<file path="src/rtl/int_sequencer_if.sv">
// int_sequencer_if: request, mask and PC-path signals between the core and int_sequencer
interface int_sequencer_if #(parameter int PCW = 10);
    logic [3:0] irq;
    logic mask_we;
    logic [3:0] mask_d;
    logic boundary;
    logic [PCW-1:0] pc_next;
    logic reti;
    logic pc_override;
    logic [PCW-1:0] int_pc;
    logic [3:0] pending;
    logic [3:0] in_service;
    logic int_active;
    modport master(
        output irq, mask_we, mask_d, boundary, pc_next, reti,
        input pc_override, int_pc, pending, in_service, int_active
    );
    modport slave(
        input irq, mask_we, mask_d, boundary, pc_next, reti,
        output pc_override, int_pc, pending, in_service, int_active
    );
endinterface

</file>
<file path="src/rtl/int_sequencer.sv">
// int_sequencer: edge-latched masked priority interrupt PC sequencer; INT_SEQ_NESTED_EN adds one preemption level
module int_sequencer #(
    parameter int PCW = 10,
    parameter logic [PCW-1:0] VEC_BASE = PCW'(10'h3C0),
    parameter int VEC_SHIFT = 2
) (
    input logic clk,
    input logic reset,
    int_sequencer_if.slave bus
);
`ifdef INT_SEQ_NESTED_EN
    typedef enum logic [1:0] {IDLE, SERVICE, SERVICE2} state_t;
`else
    typedef enum logic [1:0] {IDLE, SERVICE} state_t;
`endif
    state_t state, state_n;
    logic [3:0] irq_q, pending, mask, in_service, eligible, rise, onehot;
    logic [1:0] id;
    logic [PCW-1:0] ret_reg, ret_pc, vec;
    logic take, back;
`ifdef INT_SEQ_NESTED_EN
    logic [PCW-1:0] ret2;
    logic [3:0] prev_service;
    assign ret_pc = state == SERVICE2 ? ret2 : ret_reg;
`else
    assign ret_pc = ret_reg;
`endif
    assign rise = bus.irq & ~irq_q;
    assign eligible = pending & mask;
    assign onehot = 4'b1 << id;
    assign vec = VEC_BASE + (PCW'(id) << VEC_SHIFT);
    always_comb begin
        id = 2'd0;
        for (int i = 3; i >= 0; i--) if (eligible[i]) id = 2'(i);
    end
    always_comb begin
        take = 1'b0;
        back = 1'b0;
        state_n = state;
        case (state)
            IDLE: begin
                take = bus.boundary && |eligible;
                state_n = take ? SERVICE : IDLE;
            end
            SERVICE: begin
                back = bus.boundary && bus.reti;
`ifdef INT_SEQ_NESTED_EN
                // eligible bits below the one-hot in-service bit are strictly higher priority
                take = bus.boundary && !bus.reti && |(eligible & (in_service - 4'd1));
                state_n = back ? IDLE : take ? SERVICE2 : SERVICE;
`else
                state_n = back ? IDLE : SERVICE;
`endif
            end
`ifdef INT_SEQ_NESTED_EN
            SERVICE2: begin
                back = bus.boundary && bus.reti;
                state_n = back ? SERVICE : SERVICE2;
            end
`endif
            default: state_n = IDLE;
        endcase
        bus.pc_override = take || back;
        bus.int_pc = take ? vec : back ? ret_pc : '0;
    end
    always_ff @(posedge clk) begin
        if (reset) begin
            state <= IDLE;
            irq_q <= '0;
            pending <= '0;
            mask <= '0;
            in_service <= '0;
            ret_reg <= '0;
`ifdef INT_SEQ_NESTED_EN
            ret2 <= '0;
            prev_service <= '0;
`endif
        end else begin
            state <= state_n;
            irq_q <= bus.irq;
            if (bus.mask_we) mask <= bus.mask_d;
            // a fresh edge on the source being taken wins over its clear
            pending <= (pending & ~(take ? onehot : 4'b0)) | rise;
            if (take && state == IDLE) ret_reg <= bus.pc_next;
`ifdef INT_SEQ_NESTED_EN
            if (take && state == SERVICE) begin
                ret2 <= bus.pc_next;
                prev_service <= in_service;
            end
            in_service <= take ? onehot : back ? (state == SERVICE2 ? prev_service : 4'b0) : in_service;
`else
            in_service <= take ? onehot : back ? 4'b0 : in_service;
`endif
        end
    end
    assign bus.pending = pending;
    assign bus.in_service = in_service;
    assign bus.int_active = state != IDLE;
endmodule

</file>
<file path="src/flat_wrapper.sv">
// flat-port wrapper written by rule: the top's interface ports become plain ports
module int_sequencer_flat 
#(
    parameter int PCW = 10,
    parameter logic [PCW-1:0] VEC_BASE = PCW'(10'h3C0),
    parameter int VEC_SHIFT = 2
)
  (clk, reset, bus_irq, bus_mask_we, bus_mask_d, bus_boundary, bus_pc_next, bus_reti, bus_pc_override, bus_int_pc, bus_pending, bus_in_service, bus_int_active);
  int_sequencer_if #(.PCW(PCW)) bus_i ();
  input logic clk;
  input logic reset;
  input wire logic [$bits(bus_i.irq)-1:0] bus_irq;
  input wire logic [$bits(bus_i.mask_we)-1:0] bus_mask_we;
  input wire logic [$bits(bus_i.mask_d)-1:0] bus_mask_d;
  input wire logic [$bits(bus_i.boundary)-1:0] bus_boundary;
  input wire logic [$bits(bus_i.pc_next)-1:0] bus_pc_next;
  input wire logic [$bits(bus_i.reti)-1:0] bus_reti;
  output wire logic [$bits(bus_i.pc_override)-1:0] bus_pc_override;
  output wire logic [$bits(bus_i.int_pc)-1:0] bus_int_pc;
  output wire logic [$bits(bus_i.pending)-1:0] bus_pending;
  output wire logic [$bits(bus_i.in_service)-1:0] bus_in_service;
  output wire logic [$bits(bus_i.int_active)-1:0] bus_int_active;
  assign bus_i.irq = bus_irq;
  assign bus_i.mask_we = bus_mask_we;
  assign bus_i.mask_d = bus_mask_d;
  assign bus_i.boundary = bus_boundary;
  assign bus_i.pc_next = bus_pc_next;
  assign bus_i.reti = bus_reti;
  assign bus_pc_override = bus_i.pc_override;
  assign bus_int_pc = bus_i.int_pc;
  assign bus_pending = bus_i.pending;
  assign bus_in_service = bus_i.in_service;
  assign bus_int_active = bus_i.int_active;
  int_sequencer #(.PCW(PCW), .VEC_BASE(VEC_BASE), .VEC_SHIFT(VEC_SHIFT)) u_core (.clk(clk), .reset(reset), .bus(bus_i));
endmodule
</file>
<file path="config.mk">
export PLATFORM = sky130hd
export DESIGN_NAME = int_sequencer_flat
export DESIGN_NICKNAME = d
export VERILOG_FILES = /design/src/rtl/int_sequencer_if.sv /design/src/rtl/int_sequencer.sv /design/src/flat_wrapper.sv
export SDC_FILE = /design/constraint.sdc
export NUM_CORES = 1
export LEC_CHECK = 0
export CORE_MARGIN = 1
export CORE_UTILIZATION = 35
export CTS_BUF_LIST = sky130_fd_sc_hd__clkbuf_8 sky130_fd_sc_hd__clkbuf_16
export CTS_CLUSTER_SIZE = 25
export DETAILED_ROUTE_END_ITERATION = 6
export PLACE_DENSITY = 0.64
export SLEW_MARGIN = 20
export SYNTH_ARGS = -nofsm -noshare
export SYNTH_HDL_FRONTEND = slang
export SYNTH_SLANG_ARGS = --single-unit
export TNS_END_PERCENT = 10
</file>
<file path="constraint.sdc">
create_clock -name clk -period 1.25 [get_ports clk]
set_input_delay 0.25 -clock clk [delete_from_list [all_inputs] [get_ports clk]]
set_output_delay 0.25 -clock clk [all_outputs]
set_load 0.01 [all_outputs]
</file>
==> results_dict.tcl <==
set metrics [dict create \
    status "complete, but fails checks" \
    violations "negative setup slack" \
    switching_share_pct 25.55 \
    fin_skew_ns 0.005200 \
    drtIter0Drc 62 \
    clock_path_buffers 2 \
    synthCells 125 \
    power_frac_comb_pct 20.5 \
    totalWireLength_um 3024 \
    crit_required_ns 1.00 \
    grt_use_met2_pct 35.32 \
    ir_worst_vdd_mv 0.5778 \
    worstPathMaxFanout 6 \
    path_cells "a22oi_4, a31oi_4, buf_6, a21o_1, buf_2" \
    viasPerCell 4.807 \
    routabilityCongestion 0.7170 \
    switchingPower_uw 464.2 \
    grt.met1_usage_pct 19.52 \
    cts_max_level 1 \
    ys_types 31 \
    fin_crit_ns 1.673 \
    num_io_pins 43 \
    row_count 20 \
    fmax_ghz 0.5976 \
    vias 1144 \
    start_kind "register" \
    syn_nets 148 \
    placed_area_um2 1846 \
    finalCritPeriodShare_pct 133.9 \
    drc_errors 0 \
    use_met3_pct 3.625 \
    ys_ff_latch 27 \
    grt_pass1_vias 1184 \
    clk_latency_ns 0.28 \
    root_buffer "clkbuf_8" \
    numClockSinks 27 \
    r2r_cells 6 \
    min_path_type "reg -> reg" \
    final-hold-violation-count 0 \
    holdBufCountCts 0 \
    slowest_stage "dfxtp_2" \
    tightest_slew_ns 0.2301 \
    fin_util_pct 60.24 \
    setup_viol 19 \
    die_area_um2 3648 \
    fin_area_um2 1899 \
    wire_per_inst_um 12.71 \
    coreArea_um2 3153 \
    leakage_uw 0.0008691 \
    grt_busiest_layer "met2" \
    cp-end-kind "output port" \
    place_hpwl_um 2206 \
    firstDrtPassIters 4 \
    seqCellArea_um2 555.5 \
    cp_num_buf_inv 2 \
    min_delay_path_depth 2 \
    clkTransAtPathRegs_ns 0.10 \
    die_w_um 60.40 \
    diodes 0 \
    layout_common_cells "buf_4 (26), nand2_1 (23), clkdlybuf4s50_1 (20), dfxtp_1 (19), mux2i_1 (14)" \
    power_frac_seq_pct 51.5 \
    slew-limit-headroom_pct 84.61 \
    synthToLayoutAreaGrowth_pct 59.12 \
    die_h_um 60.40 \
    p_int_uw 1353 \
    grt_overflow 0 \
    power.density_nw_per_um2 956.5 \
    ant_nets 0 \
    cts-buffers-inserted 3 \
    worst_slack_ns -0.4233 \
    fill_cells 315 \
    ys_warn_count 0 \
    ys_seq_area_share_pct 45.28 \
    antenna_found_initial 0 \
    cp_num_cells 5 \
    layout_commonest_cell "buf_4" \
    maxCapViolations 0 \
    crit_type "reg -> out" \
    slew_viol_final 0 \
    cpPeakStageDelay_ns 0.35 \
    start_util_pct 37.86 \
    track_usage_pct 18.25 \
    multi_input_area_um2 633.1 \
    drive_gt1_share_pct 36.60 \
    grt_pass1_wl_um 4954 \
    critPathArrivalTime_ns 1.42 \
    synthesis.area_um2 1194 \
    rsz0062_at_grt "yes" \
    postSynthAreaPerCell_um2 9.549 \
    nets 218 \
    io_buffers 42 \
    cts_tree "built" \
    cpLargestDelayFamily "compound AO/OA/AOI/OAI gates" \
    p_clk_share_pct 28.1 \
    grt_max_degree 28 \
]
-- power by group through the flow --
stage | Combinational, uW | Clock (uW) | Sequential [uW]
6_report | 372 | 510 | 935
5_1_grt | 401 | 570 | 939
3_3_place_gp | 363 | 0 | 953
4_1_cts | 370 | 520 | 934
2_1_floorplan | 149 | 0 | 959
3_5_place_dp | 372 | 0 | 953
-- cells in the mapped netlist --
master,instances,area share (%)
or2_2,1,0.52
nand3_1,6,2.5
nor2b_1,6,3.1
and3_1,1,0.52
o221a_2,1,0.94
o311a_1,1,0.84
nand2b_1,4,2.1
a21boi_0,1,0.63
and2b_1,1,0.63
a21o_1,4,2.5
a21oi_1,2,0.84
inv_1,1,0.31
nand2_2,2,1.0
buf_2,3,1.3
and2_1,4,2.1
dfxtp_1,27,45
a31o_2,1,0.73
clkinv_1,1,0.31
clkbuf_1,2,0.63
o21a_1,1,0.63
nand3_2,1,0.84
a22oi_4,1,1.8
o21ai_0,2,0.84
buf_6,2,1.9
nor2_1,4,1.3
o32ai_1,4,2.9
mux2i_1,14,12
a31oi_4,1,1.8
nand2_1,23,7.2
a32o_1,2,1.7
or2_1,1,0.52
-- tightest hold or removal path: stages (launching register included) --
cell and delay (ns):
dfxtp_1 0.32, nand2_1 0.05, mux2i_1 0.05
-- path summary, 6_finish.rpt --
check | start | endpoint | slack [ns]
worst min-delay path | u_core.ret_pc[0]$_SDFFE_PP0P_ | u_core.ret_pc[0]$_SDFFE_PP0P_ | 0.46
worst max register to register | u_core.mask[2]$_SDFFE_PP0P_ | u_core.state[0]$_SDFF_PP0_ | -0.14
worst min register to register | u_core.ret_pc[0]$_SDFFE_PP0P_ | u_core.ret_pc[0]$_SDFFE_PP0P_ | 0.46
worst max-delay path | u_core.mask[2]$_SDFFE_PP0P_ | bus_int_pc[7] | -0.42
-- through the flow --
step	power, uW	setup TNS [ns]	hold slack, ns	worst slack [ns]	std cells
final	1817	-3.687	0.4611	-0.4233	238
after global routing	1910	-5.375	0.4848	-0.4832	238
after CTS	1824	-3.719	0.4658	-0.4425	237
after detailed placement	1325	-16.38	0.4515	-0.9154	230
after global placement	1315	-15.34	0.4387	-0.8904	230
after floorplan	1107	-0.03649	0.3216	-0.03649	125
-- routing by layer --
metal  wire length (um)  share of wire [%]
met5                  0                  0
met3                166                5.5
met4                 36                1.2
met1               1311                 43
met2               1510                 50
-- timing repair --
action                                 CTS  global route
buffers inserted                         3             1
endpoints found under the hold margin    0             0
pin swaps                                7             4
resized for setup                       74             8
setup endpoints to repair               34            30
-- layout make-up --
class	count	area share (%)
Clock buffer	3	2.174
Clock inverter	1	0.3953
Inverter	2	0.3953
Multi-Input combinational cell	89	33.33
Sequential cell	27	29.25
Tap cell	44	2.899
Timing Repair Buffer	72	31.55
-- registers in the layout, indices dropped and copies added, names as in the netlist --
| name | cells |
|---|---|
| u_core.ret_pc | 10 |
| u_core.irq_q | 4 |
| u_core.bus.in_service | 4 |
| u_core.state | 1 |
| u_core.bus.pending | 4 |
| u_core.mask | 4 |
-- logic make-up after synthesis --
logic type             after synthesis  share of synthesized area, %
AO/OA/AOI/OAI                       21                         16.14
buffers and inverters                9                         4.402
flip-flops                          27                         45.28
multiplexers                        14                         11.74
AND/OR/NAND/NOR                     54                         22.43
No activity file was read; power rests on OpenSTA's default activity.
